[src/rtl/serial_subtractor.sv]
// serial_subtractor
//   Bit-serial WIDTH-bit subtractor: diff = a - b - b_in (mod 2^WIDTH), computed
//   LSB first with a single full-subtractor cell. The operands are shifted right
//   through the cell, and the result bits are shifted in from the MSB side.
//   A start/busy/done handshake frames each operation.
//
//   Optional feature macro: SUB_OVF_EN
//     When defined, adds the `ovf` output, which flags two's-complement overflow
//     of the final result. When undefined, there is no port and no logic for it.
//
// Ports
//   sys_clk  in   system clock, rising edge
//   sys_rst  in   asynchronous active-high reset
//   start    in   operation request, sampled only in IDLE
//   a        in   minuend, latched when start is accepted
//   b        in   subtrahend, latched when start is accepted
//   b_in     in   borrow in, latched when start is accepted
//   busy     out  high while bits are being processed
//   done     out  one-cycle pulse; diff/b_out (and ovf) are freshly valid
//   diff     out  a - b - b_in mod 2^WIDTH, held until the next done
//   b_out    out  final borrow (a < b + b_in, unsigned)
//   ovf      out  (SUB_OVF_EN only) signed overflow of the subtraction
module serial_subtractor #(
  parameter int WIDTH = 3
) (
  input  logic             sys_clk,
  input  logic             sys_rst,
  input  logic             start,
  input  logic [WIDTH-1:0] a,
  input  logic [WIDTH-1:0] b,
  input  logic             b_in,
  output logic             busy,
  output logic             done,
  output logic [WIDTH-1:0] diff,
`ifdef SUB_OVF_EN
  output logic             b_out,
  output logic             ovf
`else
  output logic             b_out
`endif
);

  localparam int CNT_W = (WIDTH > 2) ? $clog2(WIDTH) : 1;

  typedef enum logic [1:0] {
    S_IDLE = 2'd0,
    S_CALC = 2'd1,
    S_DONE = 2'd2
  } state_t;

  state_t             r_state;
  state_t             w_state_nxt;
  logic               w_load;

  logic [WIDTH-1:0]   r_a;
  logic [WIDTH-1:0]   r_b;
  logic               r_brw;
  logic [CNT_W-1:0]   r_cnt;
  logic [WIDTH-1:0]   r_res;
  logic [WIDTH-1:0]   r_diff;
  logic               r_bout;
  logic               r_busy;
  logic               r_done;

  logic               w_last;
  logic               w_d;
  logic               w_brw;
  logic [WIDTH-1:0]   w_res_nxt;

  assign w_last    = (r_cnt == CNT_W'(WIDTH - 1));
  // Full-subtractor cell on the current LSBs of the shifting operands.
  assign w_d       = r_a[0] ^ r_b[0] ^ r_brw;
  assign w_brw     = (~r_a[0] & r_b[0]) | (~(r_a[0] ^ r_b[0]) & r_brw);
  assign w_res_nxt = {w_d, r_res[WIDTH-1:1]};

  // Next-state logic
  always_comb begin
    w_state_nxt = r_state;
    w_load      = 1'b0;
    case (r_state)
      S_IDLE: begin
        if (start) begin
          w_state_nxt = S_CALC;
          w_load      = 1'b1;
        end
      end
      S_CALC: begin
        if (w_last) begin
          w_state_nxt = S_DONE;
        end
      end
      S_DONE: begin
        w_state_nxt = S_IDLE;
      end
      default: begin
        w_state_nxt = S_IDLE;
      end
    endcase
  end

  // State register. busy/done are registered from the next state so that they
  // line up exactly with the state they describe.
  always_ff @(posedge sys_clk or posedge sys_rst) begin
    if (sys_rst) begin
      r_state <= S_IDLE;
      r_busy  <= 1'b0;
      r_done  <= 1'b0;
    end else begin
      r_state <= w_state_nxt;
      r_busy  <= (w_state_nxt == S_CALC);
      r_done  <= (w_state_nxt == S_DONE);
    end
  end

  // Datapath: operand shift registers, running borrow, partial result, and the
  // output registers, which change only on the final bit.
  always_ff @(posedge sys_clk or posedge sys_rst) begin
    if (sys_rst) begin
      r_a    <= '0;
      r_b    <= '0;
      r_brw  <= 1'b0;
      r_cnt  <= '0;
      r_res  <= '0;
      r_diff <= '0;
      r_bout <= 1'b0;
    end else if (w_load) begin
      r_a   <= a;
      r_b   <= b;
      r_brw <= b_in;
      r_cnt <= '0;
      r_res <= '0;
    end else if (r_state == S_CALC) begin
      r_a   <= r_a >> 1;
      r_b   <= r_b >> 1;
      r_brw <= w_brw;
      r_cnt <= r_cnt + CNT_W'(1);
      r_res <= w_res_nxt;
      if (w_last) begin
        r_diff <= w_res_nxt;
        r_bout <= w_brw;
      end
    end
  end

`ifdef SUB_OVF_EN
  // The operand MSBs are shifted out during the operation, so keep copies for
  // the overflow decision made on the final bit.
  logic r_a_msb;
  logic r_b_msb;
  logic r_ovf;

  always_ff @(posedge sys_clk or posedge sys_rst) begin
    if (sys_rst) begin
      r_a_msb <= 1'b0;
      r_b_msb <= 1'b0;
      r_ovf   <= 1'b0;
    end else if (w_load) begin
      r_a_msb <= a[WIDTH-1];
      r_b_msb <= b[WIDTH-1];
    end else if ((r_state == S_CALC) && w_last) begin
      // Signed overflow: operand signs differ and the result sign differs from a.
      r_ovf <= (r_a_msb != r_b_msb) && (w_d != r_a_msb);
    end
  end

  assign ovf = r_ovf;
`endif

  assign busy  = r_busy;
  assign done  = r_done;
  assign diff  = r_diff;
  assign b_out = r_bout;

endmodule

[config.mk]
export PLATFORM = sky130hd
export DESIGN_NAME = serial_subtractor
export DESIGN_NICKNAME = d
export VERILOG_FILES = /design/src/rtl/serial_subtractor.sv
export SDC_FILE = /design/constraint.sdc
export NUM_CORES = 1
export LEC_CHECK = 0
export BUFFER_PORTS_ARGS = -buffer_cell sky130_fd_sc_hd__buf_2
export CORE_MARGIN = 3
export CORE_UTILIZATION = 51
export CTS_CLUSTER_DIAMETER = 150
export DETAILED_ROUTE_END_ITERATION = 10
export PLACE_DENSITY = 0.75
export SLEW_MARGIN = 10
export SYNTH_ARGS = -nofsm -noshare
export SYNTH_HDL_FRONTEND = slang
export SYNTH_SLANG_ARGS = --single-unit
[constraint.sdc]
create_clock -name sys_clk -period 1.6 [get_ports sys_clk]
set_input_delay 0.08 -clock sys_clk [delete_from_list [all_inputs] [get_ports sys_clk]]
set_output_delay 0.08 -clock sys_clk [all_outputs]
set_load 0.02 [all_outputs]
* Word level (Yosys, flattened, before mapping) *
Index checks and enable logic that the tools add are counted.

storage, ports and cells
  flip-flop bits (word level) = 20
  bits of input ports = 10
  output and inout port bits = 6
  word-level logic and storage cells = 41

operators by class
  $add $sub $neg = 1
  equality and inequality tests = 4
  mux-type cells = 15
  bitwise logic cells = 8
  reductions and logical operators = 3

operator list
  cell                   number
  $mux W3                6
  $mux W2                4
  $eq A2 B1 Y1 const B   2
  $eq A2 B2 Y1 const B   2
  $mux W1                4
  $pmux W2 S2            1
  $not A1 Y1             3
  $reduce_and A3 Y1      1
  $add A2 B1 Y2 const B  1
  $and A1 B1 Y1          2
  $logic_not A2 Y1       1
  $reduce_bool A2 Y1     1
  $xor A1 B1 Y1          2
  $or A1 B1 Y1           1

* Logic depth before layout (Yosys ltp) *
  depth in word-level cells = 6
  mapped depth = 5
  mapped depth without buffers = 5

* Worst setup path before layout *
No wires, ideal clock.

  path kind = register -> register
  from = register r_b[0]
  to = register r_diff[2], in the netlist diff[2]
  library setup time = 125 ps
  arrival = 1116 ps
  required time = 1475 ps
  path slack = 359 ps
  stages on the path, launching flop included = 4
  buffers on the path = 0
  cell sequence = dfrtp_1 > inv_1 > fa_1 > mux2_2

on the way
  cells in the longest elaborated chain, start to end = 2

ends and longest elaborated chain
  element                      line  source
  start: declaration           56    logic [WIDTH-1:0] r_b;
  start signal: assignment     134   r_b <= r_b >> 1;
  $xor A1 B1 Y1 (2 in series)  72    assign w_d = r_a[0] ^ r_b[0] ^ r_brw;
  net w_d                      66    logic w_d;
  end signal: assignment       139   r_diff <= w_res_nxt;
  end: declaration             60    logic [WIDTH-1:0] r_diff;

The timed path passes the listed nets, and every way through them passes these cells.
A chain may end at the register's enable or synchronous reset.

* Final worst setup path *
Ends and elaborated chain as after synthesis.

==> results.cfg <==
[pwr]
p_comb_share_pct = 43.6
switching_share_pct = 38.4
intPower_w = 0.00118
seqPwrFrac_pct = 43.9
p_clk_share_pct = 12.5
p_leak_nw = 0.482
power.density_nw_per_um2 = 2030
vdd_drop_max_uv = 1240
p_sw_w = 0.000735

[sta]
setup_viol = 0
setup_ws_ns = 0.292
timing.final.crit_share_pct = 81.7
max_freq_mhz = 765
grt_setup_unrepaired = no
fin_tns_setup_ns = 0
finalHoldViolCount = 0
fin_skew_ns = 0.00212
timing.slew.headroom_pct = 55.3
max_slew.worst_pin.slew_ns = 0.670
fin_crit_ns = 1.31
slew_viol_final = 0

[floorplanning]
fp.coreArea_um2 = 1400
dieWidth_um = 46.1
floorplan.die_area_um2 = 2120
fp-row-count = 13
die_h_um = 46.1
start_util_pct = 58.6
ios = 16

[place]
io_buffer_count = 15
hpwl_mm = 1.04
gp_congestion = 0.797
placed_cells = 99
pre_cts_ws_ns = 0.299

[clock_network]
hold_buffers = 1
numCtsBuffers = 3
cts.sinks = 19
clockBufferDepth = 2
clk_latency_ns = 0.29
clk_pin_slew_worst_paths_ns = 0.11
htreeDepth = 1
cts-root-buf = clkbuf_4
cts_tree = built
postCtsSetupBuffers = 0
ctsResizeCount = 0

[synth]
synth_top_area_share_pct = 58.0
synth-seq-area-share_pct = 58.0
synth_area_leaders = dfrtp_1, inv_1, mux2_2
netlist_instances = 70
synth.avg_cell_area_um2 = 11.7
synthDistinctLibCells = 27
synth_area_um2 = 820
ys_warn_count = 0
syn-num-nets = 82
synth-seq-cells = 19
synth_top_area_cell = dfrtp_1

[drt]
firstDrtPassIters = 4
wl_per_cell_um = 13.2
drc = 0
vias_per_cell = 5.35
drt_iter0_markers = 12
vias = 556
wl_mm = 1.37
drtAntennaViolNets = 0

[global_route]
grt_pass1_vias = 576
grt-ovfl-total = 0
grtUsageTotal_pct = 16.3
grt_pass1_wl_mm = 2.43
grt_max_degree = 20
antenna_found_initial = 0

[worst_setup_path]
crit_fanout = 3
end_kind = flip-flop
start_kind = flip-flop
reg2reg_slack_ns = 0.29
crit_buf_inv = 1
cp_cell_sequence = inv_1 > fa_1 > mux2_2
criticalPathCategory = flip-flop to flip-flop
cp_slowest_stage_delay_ns = 0.45
crit_family = adder cells
cp_slowest_cell = fa_1
worst_ep_required_time_ns = 1.79
cp.arrival_ns = 1.50

[final_layout]
final_cell_mix = dfrtp_1, buf_2, inv_1, o21ai_0, nand2_1
nNetsFinal = 102
layout-drive-gt1-share_pct = 29.2
fin_cells = 104
antenna_cells = 0
layout_commonest_cell = dfrtp_1
area_growth_pct = 15.1

[hold_path]
hp-class = input pin to flip-flop

[outcome]
status = finished, final reports clean

[job]
cap_violations = 0
==> per-stage QoR <==
step	instance area, um^2	total power [W]	hold WS (ns)	util, %
finish	943	0.00191	0.0369	67.4
global route	943	0.00209	0.0479	67.4
CTS	943	0.00194	0.0330	67.4
detailed placement	906	0.00170	0.215	64.8
global placement	906	0.00167	0.212	64.8
floorplan	820	0.00147	0.0311	-
==> worst register-to-register path: stages (launching register included) <==
cell and delay, ns:
dfrtp_1 0.37, inv_1 0.11, fa_1 0.45, mux2_2 0.27
==> path summary, 6_finish.rpt <==
check | start | endpoint | cells after the start
worst max-delay path | r_b[0] | diff[2] | 3
worst min-delay path | a[2] | r_a[2] | 2
worst max register to register | r_b[0] | diff[2] | 3
worst min register to register | r_cnt[1] | r_cnt[1] | 2
max in group asynchronous | sys_rst | r_state[1] | 3
min in group asynchronous | sys_rst | r_cnt[0] | 3
==> flip-flops by register name, indices dropped and copies added (netlist names) <==
| name | flops |
|---|---|
| b_out | 1 |
| r_cnt | 2 |
| busy | 1 |
| r_b | 3 |
| done | 1 |
| r_brw | 1 |
| r_state | 2 |
| r_a | 3 |
| r_res | 2 |
| diff | 3 |
==> synth_stat cells <==
library cell / instances
and3_1: 1
a211oi_1: 1
ha_1: 1
nor3_1: 1
nand2b_2: 1
a22o_1: 2
fa_1: 1
nor2b_1: 2
nand2_1: 4
a2bb2oi_1: 2
a21oi_1: 2
nor2_1: 3
nand2b_1: 1
nand3b_2: 1
o21ai_0: 5
o21bai_2: 1
a32o_1: 1
o2bb2ai_1: 1
inv_1: 9
nor3b_1: 1
a32oi_1: 1
or3_1: 1
o22a_1: 2
dfrtp_1: 19
mux2_2: 3
nand3_1: 1
buf_4: 2
==> final cells by class <==
cell class / instances / area (um^2)
clock inverters: 1 / 5.00
fillers: 104 / 455
well taps: 15 / 18.8
inverters: 9 / 33.8
flip-flops and latches: 19 / 475
multi-input cells: 40 / 295
repair buffers: 17 / 92.6
clock buffers: 3 / 22.5
==> power by group through the flow <==
stage	Sequential [W]	Clock [W]	Combinational, W
after global placement	0.000838	0	0.000834
after floorplan	0.000882	0	0.000593
after global routing	0.000872	0.000266	0.000948
after detailed placement	0.000848	0	0.000848
after CTS	0.000838	0.000248	0.000853
final	0.000839	0.000239	0.000835
==> metal layers <==
metal / vias to the layer above / wire length, um / global-route usage (%)
met5: - / 0 / 0
met4: 0 / 24 / 7.39
met3: 5 / 48 / 3.52
met2: 11 / 620 / 24.7
met1: 258 / 680 / 22.1
li1: 282 / - / -
==> cells by family after synthesis <==
logic type | share of synthesized area [%]
buffers and inverters | 5.95
AND/OR/NAND/NOR | 11.6
AO/OA/AOI/OAI | 16.3
adder cells (fa/ha/maj) | 3.97
multiplexers | 4.12
flip-flops | 58.0
No activity file was read; power rests on OpenSTA's default activity.
